[src/rtl/pmod_ad1_pkg.sv]
// Shared types and frame constants for the PmodAD1 serial controller.
package pmod_ad1_pkg;

  typedef enum logic [1:0] {
    QUIET = 2'd0,
    IDLE  = 2'd1,
    CONV  = 2'd2
  } state_e;

  localparam int FRAME_BITS = 16;
  localparam int LEAD_ZEROS = 4;
  localparam int DATA_BITS  = 12;
  localparam int BIT_CNT_W  = $clog2(FRAME_BITS);

endpackage

[src/rtl/pmod_ad1_sclk_gen.sv]
// SCLK generator: CLK_DIV-cycle high/low phases, a sample strobe in the cycle
// whose edge drives SCLK low, and a strobe at the end of the last low phase.
module pmod_ad1_sclk_gen
  import pmod_ad1_pkg::*;
#(
  parameter int CLK_DIV = 3
) (
  input  logic clk_i,
  input  logic rst_i,
  input  logic en_i,
  output logic sclk_o,
  output logic fall_tick_o,
  output logic frame_done_o
);

  localparam logic [7:0]           HALF_LAST = 8'(CLK_DIV - 1);
  localparam logic [BIT_CNT_W-1:0] BIT_LAST  = BIT_CNT_W'(FRAME_BITS - 1);

  logic [7:0]           half_q, half_d;
  logic [BIT_CNT_W-1:0] bit_q, bit_d;
  logic                 sclk_q, sclk_d;
  logic                 half_last;

  assign half_last = (half_q == HALF_LAST);

  always_comb begin
    half_d = half_q;
    bit_d  = bit_q;
    sclk_d = sclk_q;
    if (!en_i) begin
      // Disabled: park high with counters cleared so the next frame starts aligned.
      half_d = '0;
      bit_d  = '0;
      sclk_d = 1'b1;
    end else if (half_last) begin
      half_d = '0;
      sclk_d = ~sclk_q;
      if (!sclk_q) bit_d = bit_q + BIT_CNT_W'(1);
    end else begin
      half_d = half_q + 8'd1;
    end
  end

  always_ff @(posedge clk_i) begin
    if (rst_i) begin
      half_q <= '0;
      bit_q  <= '0;
      sclk_q <= 1'b1;
    end else begin
      half_q <= half_d;
      bit_q  <= bit_d;
      sclk_q <= sclk_d;
    end
  end

  assign sclk_o       = sclk_q;
  assign fall_tick_o  = en_i & sclk_q & half_last;
  assign frame_done_o = en_i & ~sclk_q & half_last & (bit_q == BIT_LAST);

endmodule

[src/rtl/pmod_ad1_ctrl.sv]
// PmodAD1 initiator: runs CS/SCLK framing, deserialises both ADC lines and
// presents one 12-bit sample per channel per frame.
module pmod_ad1_ctrl
  import pmod_ad1_pkg::*;
#(
  parameter int CLK_DIV      = 3,
  parameter int QUIET_CYCLES = 8
) (
  input  logic                 clk,
  input  logic                 rst,
  input  logic                 start,
  output logic                 ready,
  output logic [DATA_BITS-1:0] data0,
  output logic [DATA_BITS-1:0] data1,
  output logic                 valid,
  output logic                 err,
  output logic                 ad1_cs,
  output logic                 ad1_sclk,
  input  logic                 ad1_sdin0,
  input  logic                 ad1_sdin1,
  output state_e               dbg_state
);

  // Handshake: start is taken only in a cycle with ready=1 (no queuing);
  // valid is a one-cycle pulse, data0/data1/err hold until the next pulse.

  localparam logic [7:0] QUIET_LAST = 8'(QUIET_CYCLES - 1);

  state_e                 state_q, state_d;
  logic [7:0]             quiet_q, quiet_d;
  logic [FRAME_BITS-1:0]  sh0_q, sh0_d, sh1_q, sh1_d;
  logic [DATA_BITS-1:0]   data0_q, data0_d, data1_q, data1_d;
  logic                   cs_q, cs_d, ready_q, ready_d;
  logic                   valid_q, valid_d, err_q, err_d;
  logic                   fall_tick, frame_done;

  pmod_ad1_sclk_gen #(.CLK_DIV(CLK_DIV)) u_sclk_gen (
    .clk_i        (clk),
    .rst_i        (rst),
    .en_i         (state_q == CONV),
    .sclk_o       (ad1_sclk),
    .fall_tick_o  (fall_tick),
    .frame_done_o (frame_done)
  );

  always_comb begin
    state_d = state_q;
    quiet_d = quiet_q;
    sh0_d   = sh0_q;
    sh1_d   = sh1_q;
    data0_d = data0_q;
    data1_d = data1_q;
    err_d   = err_q;
    cs_d    = 1'b1;
    ready_d = 1'b0;
    valid_d = 1'b0;
    unique case (state_q)
      QUIET: begin
        if (quiet_q == QUIET_LAST) begin
          state_d = IDLE;
          quiet_d = '0;
          ready_d = 1'b1;
        end else begin
          quiet_d = quiet_q + 8'd1;
        end
      end
      IDLE: begin
        if (start) begin
          state_d = CONV;
          cs_d    = 1'b0;
          sh0_d   = '0;
          sh1_d   = '0;
        end else begin
          ready_d = 1'b1;
        end
      end
      CONV: begin
        cs_d = 1'b0;
        if (fall_tick) begin
          sh0_d = {sh0_q[FRAME_BITS-2:0], ad1_sdin0};
          sh1_d = {sh1_q[FRAME_BITS-2:0], ad1_sdin1};
        end
        // The 16th sample was taken on an earlier edge, so the shifters are complete here.
        if (frame_done) begin
          state_d = QUIET;
          cs_d    = 1'b1;
          valid_d = 1'b1;
          data0_d = sh0_q[DATA_BITS-1:0];
          data1_d = sh1_q[DATA_BITS-1:0];
          err_d   = (sh0_q[FRAME_BITS-1 -: LEAD_ZEROS] != '0) |
                    (sh1_q[FRAME_BITS-1 -: LEAD_ZEROS] != '0);
        end
      end
      default: state_d = QUIET;
    endcase
  end

  always_ff @(posedge clk) begin
    if (rst) begin
      state_q <= QUIET;
      quiet_q <= '0;
      sh0_q   <= '0;
      sh1_q   <= '0;
      data0_q <= '0;
      data1_q <= '0;
      err_q   <= 1'b0;
      cs_q    <= 1'b1;
      ready_q <= 1'b0;
      valid_q <= 1'b0;
    end else begin
      state_q <= state_d;
      quiet_q <= quiet_d;
      sh0_q   <= sh0_d;
      sh1_q   <= sh1_d;
      data0_q <= data0_d;
      data1_q <= data1_d;
      err_q   <= err_d;
      cs_q    <= cs_d;
      ready_q <= ready_d;
      valid_q <= valid_d;
    end
  end

  assign ready     = ready_q;
  assign data0     = data0_q;
  assign data1     = data1_q;
  assign valid     = valid_q;
  assign err       = err_q;
  assign ad1_cs    = cs_q;
  assign dbg_state = state_q;

endmodule

[config.mk]
export PLATFORM = sky130hd
export DESIGN_NAME = pmod_ad1_ctrl
export DESIGN_NICKNAME = d
export VERILOG_FILES = /design/src/rtl/pmod_ad1_pkg.sv /design/src/rtl/pmod_ad1_sclk_gen.sv /design/src/rtl/pmod_ad1_ctrl.sv
export SDC_FILE = /design/constraint.sdc
export NUM_CORES = 1
export LEC_CHECK = 0
export BUFFER_PORTS_ARGS = -buffer_cell sky130_fd_sc_hd__buf_2
export CAP_MARGIN = 20
export CORE_UTILIZATION = 45
export DETAILED_ROUTE_END_ITERATION = 10
export GPL_ROUTABILITY_DRIVEN = 0
export PLACE_DENSITY = 0.73
export SLEW_MARGIN = 10
export SYNTH_ARGS = -nofsm -noshare
export SYNTH_HDL_FRONTEND = slang
export SYNTH_SLANG_ARGS = --single-unit
[constraint.sdc]
create_clock -name clk -period 4.9 [get_ports clk]
set_input_delay 0.98 -clock clk [delete_from_list [all_inputs] [get_ports clk]]
set_output_delay 0.98 -clock clk [all_outputs]
set_load 0.03 [all_outputs]
## After elaboration in Yosys (flattened, before gate mapping)

Cells that the tools add are included.

- Equality and inequality tests: 9
- $add $sub $neg: 3
- Reductions and logical operators: 10
- Bitwise logic cells: 8
- Mux-type cells: 15

Operators with widths:

| operator | number |
|---|---|
| case mux 16 bit (2 select lines) | 2 |
| 2-to-1 mux 16 bit | 3 |
| adder 8 x 1 -> 8 bit, second input constant | 2 |
| equality test 8 x 2 -> 1 bit, second input constant | 1 |
| equality test 8 x 3 -> 1 bit, second input constant | 1 |
| 2-to-1 mux 8 bit | 1 |
| inequality test 2 bit, second input constant | 4 |
| nonzero test 4 bit | 2 |
| 2-to-1 mux 2 bit | 3 |
| case mux 2 bit (3 select lines) | 1 |
| AND reduction 3 bit | 2 |
| AND 1 bit | 5 |
| adder 4 x 1 -> 4 bit, second input constant | 1 |
| equality test 4 bit, second input constant | 1 |
| case mux 1 bit (2 select lines) | 2 |
| AND reduction 2 bit | 2 |
| 2-to-1 mux 1 bit | 3 |
| OR reduction 3 bit | 1 |
| equality test 2 x 1 -> 1 bit, second input constant | 1 |
| equality test 2 bit, second input constant | 1 |
| zero test 2 bit | 1 |
| NOT 1 bit | 2 |
| nonzero test 2 bit | 1 |
| OR reduction 2 bit | 1 |
| OR 1 bit | 1 |

- Register bits after elaboration: 83
- Input port bits: 5
- Output and inout bits: 31
- Logic and storage cells: 58

## Logic depth before layout (Yosys ltp)

Gate-level depths: netlist of the first run.

- Depth after elaboration: 6
- Mapped depth: 7
- Mapped depth without buffers: 6

## Modules after synthesis

Synthesis of the first run repeated with hierarchy kept, for this count alone.

- Cells, all modules: 310
- Area total of the unflattened synthesis: 3106.7 um^2

Modules (own cells, without submodules):

| module | cells an instance | times used | area an instance (um^2) |
|---|---|---|---|
| pmod_ad1_ctrl | 237 | 1 | 2479.9 |
| pmod_ad1_sclk_gen | 73 | 1 | 626.9 |

## Least setup slack after synthesis of the first run

OpenSTA, ideal clock, no wires.

- Kind: input port to flip-flop
- Start: in start
- End: reg sh0_q[15]
- Slack: 3026 ps
- Path buffers: 1
- Arrival time: 1816 ps
- Cell stages on the path: 5
- Cell sequence: nand2b_1 -> o21a_1 -> a21oi_2 -> buf_6 -> a22o_1

- Word-level cells in the longest chain between the ends: 2

Ends and longest elaborated chain:

| what | line | source |
|---|---|---|
| start: declaration | pmod_ad1_ctrl.sv:11 | `input logic start,` |
| inequality test 2 bit (no line) | -- |  |
| AND reduction 3 bit (no line) | -- |  |
| end signal: assignment | pmod_ad1_ctrl.sv:102 | `sh0_q <= '0;` |
| end signal: assignment | pmod_ad1_ctrl.sv:113 | `sh0_q <= sh0_d;` |
| end: declaration | pmod_ad1_ctrl.sv:31 | `logic [FRAME_BITS-1:0] sh0_q, sh0_d, sh1_q, sh1_d;` |

Every way passes these cells.
A chain may end at the register's enable or synchronous reset.

## Worst setup path after layout of the first run

- Start: reg u_sclk_gen.half_q[0]
- End: reg data1_q[7] (netlist: data1[7])

- Word-level cells in the longest chain between the ends: 4

Ends and longest elaborated chain:

| what | line | source |
|---|---|---|
| start: declaration | pmod_ad1_sclk_gen.sv:19 | `logic [7:0] half_q, half_d;` |
| start signal: assignment | pmod_ad1_sclk_gen.sv:50 | `half_q <= half_d;` |
| equality test 8 x 2 -> 1 bit | pmod_ad1_sclk_gen.sv:24 | `assign half_last = (half_q == HALF_LAST);` |
| AND 1 bit (2 in a row) | pmod_ad1_sclk_gen.sv:58 | `assign frame_done_o = en_i & ~sclk_q & half_last & (bit_q == BIT_LAST);` |
| AND reduction 2 bit (no line) | -- |  |
| end signal: assignment | pmod_ad1_ctrl.sv:116 | `data1_q <= data1_d;` |
| end: declaration | pmod_ad1_ctrl.sv:32 | `logic [DATA_BITS-1:0] data0_q, data0_d, data1_q, data1_d;` |

Every way passes these cells.

==> results_dict.tcl, run 1 <==
set metrics [dict create \
    use_met1 0.220 \
    rows 29 \
    ys_seq_area_frac 0.556 \
    io_pins 36 \
    clk_latency_ps 350 \
    cts_max_path_buffers 2 \
    h-tree-depth 3 \
    fin_util 0.532 \
    cts_root_buffer "clkbuf_8" \
    crit_arrival_ps 2510 \
    cp_top_family "simple AND/OR/NAND/NOR gates" \
    cp.depth 6 \
    crit_type "flop to flop" \
    synth-seq-cells 83 \
    period_share 0.454 \
    portBuffers 35 \
    drtIter0Drc 116 \
    ys_warn_count 0 \
    ir_worst_vdd_mv 0.278 \
    cts_inserted_buffers 9 \
    grt_max_degree 33 \
    dp_hpwl_um 3220 \
    syn_inst 260 \
    cp_data_required_time_ps 5180 \
    period_needed_ps 2230 \
    final-max-slew-violation-count 0 \
    crit_path_end_kind "flop" \
    antenna_found_initial 0 \
    path_cells "inv_1 -> ha_1 -> nor3b_1 -> nand2_1 -> nor3_4 -> a22o_1" \
    critical_path.max_fanout 26 \
    setup_violations 0 \
    cts_tree "yes" \
    cpPeakStageDelay_ps 800 \
    overflow 0 \
    drive_gt1_frac 0.205 \
    diodes 0 \
    die_y_um 83.5 \
    fp.dieArea_um2 6980 \
    top_usage_layer "met2" \
    power_density_nw_per_um2 383 \
    tns_ps 0 \
    wire_per_inst_um 13.1 \
    gr-usage-met2 0.221 \
    synth.avg_cell_area_um2 11.5 \
    synth_edf_count 0 \
    path_clk_slew_ps 90 \
    core_um2 6390 \
    viasPerCell 5.30 \
    critPathBufInv 1 \
    finalHoldViolations 0 \
    route.detailed.drc 0 \
    grt_pass1_wl_um 8670 \
    yosys-top-cells-count "83 x dfxtp_1, 57 x a22o_1, 23 x nor2_1" \
    final.setup.worst_slack_ps 2670 \
    p_leak_nw 1.39 \
    post-place-ws_ps 2240 \
    rsz0062_at_grt "false" \
    yosys.area.top_type "dfxtp_1" \
    grtUsageTotal 0.158 \
    wl_um 4990 \
    ys_types 35 \
    nFillCells 571 \
    hold_buffers 0 \
    synth_nets 273 \
    detail_route.first_pass.iterations 4 \
    vias 2013 \
    met3_usage 0.0663 \
    status "complete, no violations" \
    drv_cap 0 \
    slew-limit-headroom 0.399 \
    finalNetCount 311 \
    start_util 0.468 \
    drtAntennaViolNets 0 \
    yosys.area.top_type_share 0.556 \
    whs_path_depth 1 \
    clock_sinks 83 \
    worstMarginPinSlew_ps 898 \
    max_freq_ghz 0.449 \
    cts_setup_buffers 0 \
    grt_pass1_vias 1793 \
    hp-class "flop to flop" \
    reg2regPathDepth 6 \
    post-synth-top-count-cell "dfxtp_1" \
    ctsResizeCount 0 \
    fin_skew_ps 8.69 \
    ys.flop_type "dfxtp_1" \
    area_growth_pct 13.5 \
    die_w_um 83.5 \
    syn-cell-area_um2 2990 \
    synth_area_leaders "dfxtp_1 56%, a22o_1 17%, ha_1 3.3%" \
    slowest_stage "nor3_4" \
    start_kind "flop" \
    ys_async_sr_fraction 0 \
]
sequential cells by signal, summed over array words and instances (netlist names):
signal / cells
sh0_q: 16
ready: 1
sh1_q: 16
quiet_q: 8
u_sclk_gen.bit_q: 4
err: 1
data0: 12
u_sclk_gen.sclk_o: 1
dbg_state: 2
valid: 1
ad1_cs: 1
data1: 12
u_sclk_gen.half_q: 8
layer usage:
metal  vias up  share of wire
met1       938           0.51
met2        39           0.42
met5         -              0
met3         4          0.057
li1       1032              -
met4         0         0.0084
power by group:
| part | switching [mW] | total (mW) | leakage (nW) | internal, mW |
|---|---|---|---|---|
| Sequential | 0.0156 | 0.707 | 0.669 | 0.692 |
| Combinational | 0.0924 | 0.145 | 0.639 | 0.0528 |
| Clock | 0.247 | 0.448 | 0.0851 | 0.201 |
cell usage in the layout (no fill, tap or decap), types with 5 or more instances in the layout:
master    instances
clkbuf_8         10
buf_2            35
nand4_1           5
nor2_1           22
a22o_1           57
ha_1              8
xor2_1           10
xnor2_1           5
nand2_1           5
nand2b_1          7
dfxtp_1          83
nand3_1           9
inv_1             5
layout make-up:
type	instances	area, um^2	area share
well taps	77	96.3	0.0284
clock inverters	6	48.8	0.0144
multi-input cells	161	1220	0.360
clock buffers	10	138	0.0405
repair buffers	38	209	0.0616
flip-flops and latches	83	1660	0.489
inverters	5	18.8	0.00553
path summary, 6_finish.rpt:
kind / from / to / slack, ps
min reg2reg: data0[10] / data0[10] / 480
max: u_sclk_gen.half_q[0] / data1[7] / 2670
min: data0[10] / data0[10] / 480
max reg2reg: u_sclk_gen.half_q[0] / data1[7] / 2670
through the flow:
| stage | hold WS, ps | power (mW) | cells | area (um^2) |
|---|---|---|---|---|
| global route | 504 | 1.37 | 380 | 3390 |
| global placement | 459 | 0.867 | 362 | 3180 |
| floorplan | 449 | 0.850 | 260 | 2990 |
| finish | 481 | 1.30 | 380 | 3390 |
| CTS | 482 | 1.32 | 378 | 3370 |
| detailed placement | 461 | 0.868 | 362 | 3180 |
cells by family (layout without fill, tap and decap cells):
| group | after synthesis | after routing | share of synthesized area |
|---|---|---|---|
| flops | 83 | 83 | 0.556 |
| simple gates | 68 | 68 | 0.125 |
| mux | 4 | 4 | 0.0134 |
| compound gates | 66 | 66 | 0.192 |
| xor+xnor | 15 | 15 | 0.0439 |
| buf+inv | 16 | 59 | 0.0364 |
| fa+ha+maj | 8 | 8 | 0.0335 |
Power figures use the tool's default switching activity.
==> inputs of run 2 (changes only) <==
Settings changed: ABC_AREA set to 1.
Clock period 4.9 ns to 2.1 ns, I/O delays scaled along.
==> run 2 against run 1 <==
Effect of this change: register-to-register slack worse by 2300 ps; synthesized area increased by 14%; worst setup slack worse by 2300 ps; clock power grew to 2.7 times the previous value; wire length increased by 35%; clock skew is 5.9 ps higher; hold slack worse by 130 ps; largest cell class unchanged; highest routed layer unchanged.
==> results_dict.tcl, run 2 <==
set metrics [dict create \
    power_density_nw_per_um2 903 \
    ys_warn_count 0 \
    drv_cap 0 \
    reg2regPathDepth 8 \
    tns_ps 0 \
    cts_tree "yes" \
    period_share 0.820 \
    worstMarginPinSlew_ps 518 \
    synth_nets 441 \
    portBuffers 35 \
    mostFrequentLayoutCell "nand2_1" \
    h-tree-depth 3 \
    wl_um 6730 \
    core_um2 7290 \
    crit_type "flop to flop" \
    drtAntennaViolNets 0 \
    synth-seq-cells 83 \
    grtUsageTotal 0.187 \
    vias 2902 \
    cpPeakStageDelay_ps 360 \
    rsz0062_at_grt "false" \
    clock_sinks 83 \
    antenna_found_initial 0 \
    yosys.area.top_type "dfxtp_1" \
    die_w_um 89.2 \
    crit_path_end_kind "flop" \
    ys_async_sr_fraction 0 \
    path_common_cell "nand2_1" \
    viasPerCell 5.18 \
    syn-cell-area_um2 3420 \
    crit_arrival_ps 2020 \
    yosys.area.top_type_share 0.485 \
    regArea_um2 1660 \
    grt_pass1_vias 2663 \
    ys_types 31 \
    dp.cells 544 \
    overflow 0 \
    max_freq_ghz 0.581 \
    final.setup.worst_slack_ps 378 \
    biggestRegsByFlops "sh0_q (16), sh1_q (16)" \
    route.detailed.drc 0 \
    layout_common_cells "105 x nand2_1, 83 x dfxtp_1, 44 x a21oi_1" \
    synth.avg_cell_area_um2 8.00 \
    setup_violations 0 \
    final-max-slew-violation-count 0 \
    cts_inserted_buffers 9 \
    period_needed_ps 1720 \
    synth_area_leaders "dfxtp_1 49%, nand2_1 12%, a21oi_1 6.4%" \
    cts_setup_buffers 0 \
    ctsResizeCount 0 \
    rrSetupSlack_ps 380 \
    clk_latency_ps 360 \
    stdcell_count 560 \
    yosys-top-cells-count "105 x nand2_1, 83 x dfxtp_1, 44 x a21oi_1" \
    ys_seq_area_frac 0.485 \
    grt_pass1_wl_um 11500 \
    hold_buffers 0 \
    holdWs_ps 353 \
    slew-limit-headroom 0.654 \
    cts_max_path_buffers 2 \
    grt_max_degree 33 \
    path_cells "inv_1 -> ha_1 -> inv_2 -> nor2_1 -> nand3_4 -> nor2_8 -> nand2_1 -> nand2_1" \
    r2r-end "data1[0]" \
    p_leak_nw 1.60 \
    slowest_stage "dfxtp_1" \
    critical_path.max_fanout 26 \
    finalHoldViolations 0 \
    post-place-ws_ps 365 \
    drtIter0Drc 167 \
    detail_route.first_pass.iterations 4 \
    post-synth-top-count-cell "nand2_1" \
    start_kind "flop" \
    cp_data_required_time_ps 2400 \
    cts_root_buffer "clkbuf_8" \
    fp.dieArea_um2 7960 \
    reg2reg_from "dbg_state[0]" \
    finalNetCount 469 \
    cp_top_family "simple AND/OR/NAND/NOR gates" \
    ir_worst_vdd_mv 0.479 \
    dp_hpwl_um 4400 \
    hp-class "input port to flop" \
    nFillCells 736 \
    area_growth_pct 11.8 \
    fin_skew_ps 14.6 \
    syn_inst 428 \
    status "complete, no violations" \
    hold_start "ad1_sdin0" \
    wire_per_inst_um 12.0 \
    whs_path_depth 3 \
    ys.flop_type "dfxtp_1" \
    start_util 0.469 \
    hold_end "sh0_q[0]" \
    drive_gt1_frac 0.169 \
    path_clk_slew_ps 90 \
    multiInputGateArea_um2 1520 \
    die_y_um 89.2 \
    synth_edf_count 0 \
    fin_util 0.525 \
    io_pins 36 \
    diodes 0 \
    critPathBufInv 2 \
    rows 31 \
]
==> run 2: cells by family after synthesis <==
family,share of synthesized area
flip-flops,0.485
AND/OR/NAND/NOR,0.319
AO/OA/AOI/OAI,0.0804
XOR/XNOR,0.0154
buffers and inverters,0.0705
adder cells (fa/ha/maj),0.0292
==> run 2: worst max-delay path by stage <==
stage                                    start  cells after the start           end
after floorplan                   dbg_state[0]                      9  dbg_state[0]
after global placement            dbg_state[0]                      8      data1[0]
after detailed placement          dbg_state[0]                      8      data1[0]
after CTS                         dbg_state[0]                      8      data1[0]
after global routing      u_sclk_gen.half_q[0]                      8     sh0_q[13]
final                             dbg_state[0]                      8      data1[0]
==> run 2: final cells by class <==
| class | instances | area share |
|---|---|---|
| inverters | 25 | 0.0245 |
| repair buffers | 41 | 0.0575 |
| flip-flops and latches | 83 | 0.434 |
| clock inverters | 7 | 0.0219 |
| well taps | 99 | 0.0324 |
| multi-input cells | 296 | 0.397 |
| clock buffers | 9 | 0.0324 |
==> run 2: metrics by stage <==
stage,cell area (um^2),power [mW]
after floorplan,3420,2.19
after global placement,3620,2.29
after detailed placement,3620,2.30
after CTS,3830,3.49
after global routing,3830,3.64
final,3830,3.46
==> run 2: worst min-delay path, cell delays in order <==
cell	delay (ps)
buf_2	100
nand4_1	70
a21oi_1	60
==> run 2: power breakdown <==
part | switching [mW] | total, mW | internal [mW]
Sequential | 0.0394 | 1.66 | 1.62
Clock | 0.613 | 1.19 | 0.572
Combinational | 0.457 | 0.614 | 0.157
Total | 1.11 | 3.46 | 2.35
==> run 2: routing by layer <==
layer	global-route usage	wire [um]	vias to the layer above
met2	0.308	3200	68
li1	-	-	1497
met4	0.0952	66	0
met3	0.0536	242	6
met5	0	0	-
met1	0.223	3220	1331
==> inputs of run 3 (changes only) <==
Settings changed: PLACE_DENSITY 0.73 to 0.75.
Clock period 2.1 ns to 1.5 ns, I/O delays scaled along.
==> run 3 against run 2 <==
Effect of this change: cell area increased by 7.6%; sequential power increased by 40%; count of clock-buffer cells in the layout is the same; wire length up 8.1%; flip-flop and latch count stayed put; first-iteration DRC count up 19%; register-to-register slack got worse by 360 ps; clock skew shrank 5.1 ps; critical endpoint is now sh1_q[8].
==> results_dict.tcl, run 3 (synthesis gave the netlist of run 2 again) <==
set metrics [dict create \
    period_needed_ps 1480 \
    rsz0062_at_grt "true" \
    grt_max_degree 40 \
    biggestRegsByFlops "sh0_q (16), sh1_q (16)" \
    post-place-ws_ps 29.8 \
    dp_hpwl_um 4630 \
    clkPwrFrac 0.284 \
    wl_um 7270 \
    p_leak_nw 1.72 \
    crit_arrival_ps 1710 \
    cts_inserted_buffers 9 \
    setup_violations 0 \
    overflow 0 \
    start_util 0.469 \
    met3_usage 0.0443 \
    drtIter0Drc 199 \
    power_density_nw_per_um2 1240 \
    clock_sinks 83 \
    use_met1 0.214 \
    crit_type "flop to flop" \
    viasPerCell 5.22 \
    seqPwrFrac 0.455 \
    core_um2 7290 \
    finalNetCount 481 \
    rows 31 \
    cp_data_required_time_ps 1730 \
    critical_path.max_fanout 8 \
    nFillCells 690 \
    tns_ps 0 \
    drv_cap 0 \
    slew-limit-headroom 0.722 \
    diodes 0 \
    die_w_um 89.2 \
    antenna_found_initial 0 \
    fp.dieArea_um2 7960 \
    portBuffers 35 \
    h-tree-depth 3 \
    clk_latency_ps 360 \
    regArea_um2 1670 \
    io_pins 36 \
    area_growth_pct 20.4 \
    die_y_um 89.2 \
    start_kind "flop" \
    hp-class "input port to flop" \
    crit_path_end_kind "flop" \
    route.detailed.drc 0 \
    final.setup.worst_slack_ps 22.6 \
    fin_skew_ps 9.53 \
    cts_root_buffer "clkbuf_8" \
    cts_max_path_buffers 2 \
    detail_route.first_pass.iterations 4 \
    layout_common_cells "98 x nand2_1, 79 x dfxtp_1, 42 x a21oi_1" \
    wire_per_inst_um 12.7 \
    p_switching_mw 1.70 \
    grt_pass1_vias 2762 \
    gr-usage-met2 0.343 \
    grt_pass1_wl_um 11600 \
    drive_gt1_frac 0.241 \
    top_usage_layer "met2" \
    path_clk_slew_ps 90 \
    multiInputGateArea_um2 1610 \
    status "complete, no violations" \
    ir_worst_vdd_mv 0.735 \
    grtUsageTotal 0.189 \
    vias 2984 \
    final-max-slew-violation-count 0 \
    mostFrequentLayoutCell "nand2_1" \
    combPwrFrac 0.262 \
    drtAntennaViolNets 0 \
    worstMarginPinSlew_ps 416 \
    max_freq_ghz 0.677 \
    cts_tree "yes" \
    finalHoldViolations 0 \
    swShare 0.332 \
    internal_power_mw 3.42 \
    period_share 0.985 \
]
==> run 3: worst paths after layout <==
path / from / endpoint / slack, ps / cells past startpoint
hold / removal: ad1_sdin0 / sh0_q[0] / 220 / 3
setup / recovery: dbg_state[0] / sh1_q[8] / 20 / 8
setup reg to reg: dbg_state[0] / sh1_q[8] / 20 / 8
hold reg to reg: data0[2] / data0[2] / 460 / 2
==> run 3: power by group through the flow <==
stage / Combinational [mW] / Sequential (mW) / Clock, mW
floorplan: 0.652 / 2.43 / 0
global placement: 0.994 / 2.38 / 0
detailed placement: 1.01 / 2.39 / 0
CTS: 1.02 / 2.33 / 1.49
global route: 1.44 / 2.34 / 1.59
finish: 1.34 / 2.33 / 1.46
==> run 3: critical path: stages, from the launching register on <==
cell and delay (ps):
dfxtp_4 360, inv_1 50, ha_1 230, buf_4 170, nand2_2 70, nand3_4 130, clkbuf_16 210, nand2_1 60
a21oi_1 60
==> run 3: area by class of cell <==
class	instances	share of cell area
Tap cell	99	0.0301
Multi-Input combinational cell	296	0.390
Clock inverter	7	0.0121
Inverter	25	0.0228
Timing Repair Buffer	53	0.109
Clock buffer	9	0.0301
Sequential cell	83	0.406
==> run 3: through the flow <==
stage          cell area [um^2]  hold WS (ps)  utilization  power [mW]  instances
3_5_place_dp               3790           451        0.519        3.40        552
6_report                   4120           218        0.565        5.13        572
3_3_place_gp               3790           447        0.519        3.37        552
4_1_cts                    3970           207        0.544        4.85        568
5_1_grt                    4120           233        0.565        5.37        572
2_1_floorplan              3430           417            -        3.08        428
==> run 3: timing repair <==
action | in CTS | in global routing
gates cloned | 0 | 3
endpoints found under the setup margin | 32 | 65
buffers inserted | 0 | 1
pin swaps | 0 | 4
hold buffers | 0 | 0
gates resized for setup | 3 | 27
==> run 3: layer usage <==
metal	part of all wire	vias up
li1	-	1515
met1	0.44	1383
met2	0.50	73
met3	0.045	13
met4	0.016	0
met5	0	-
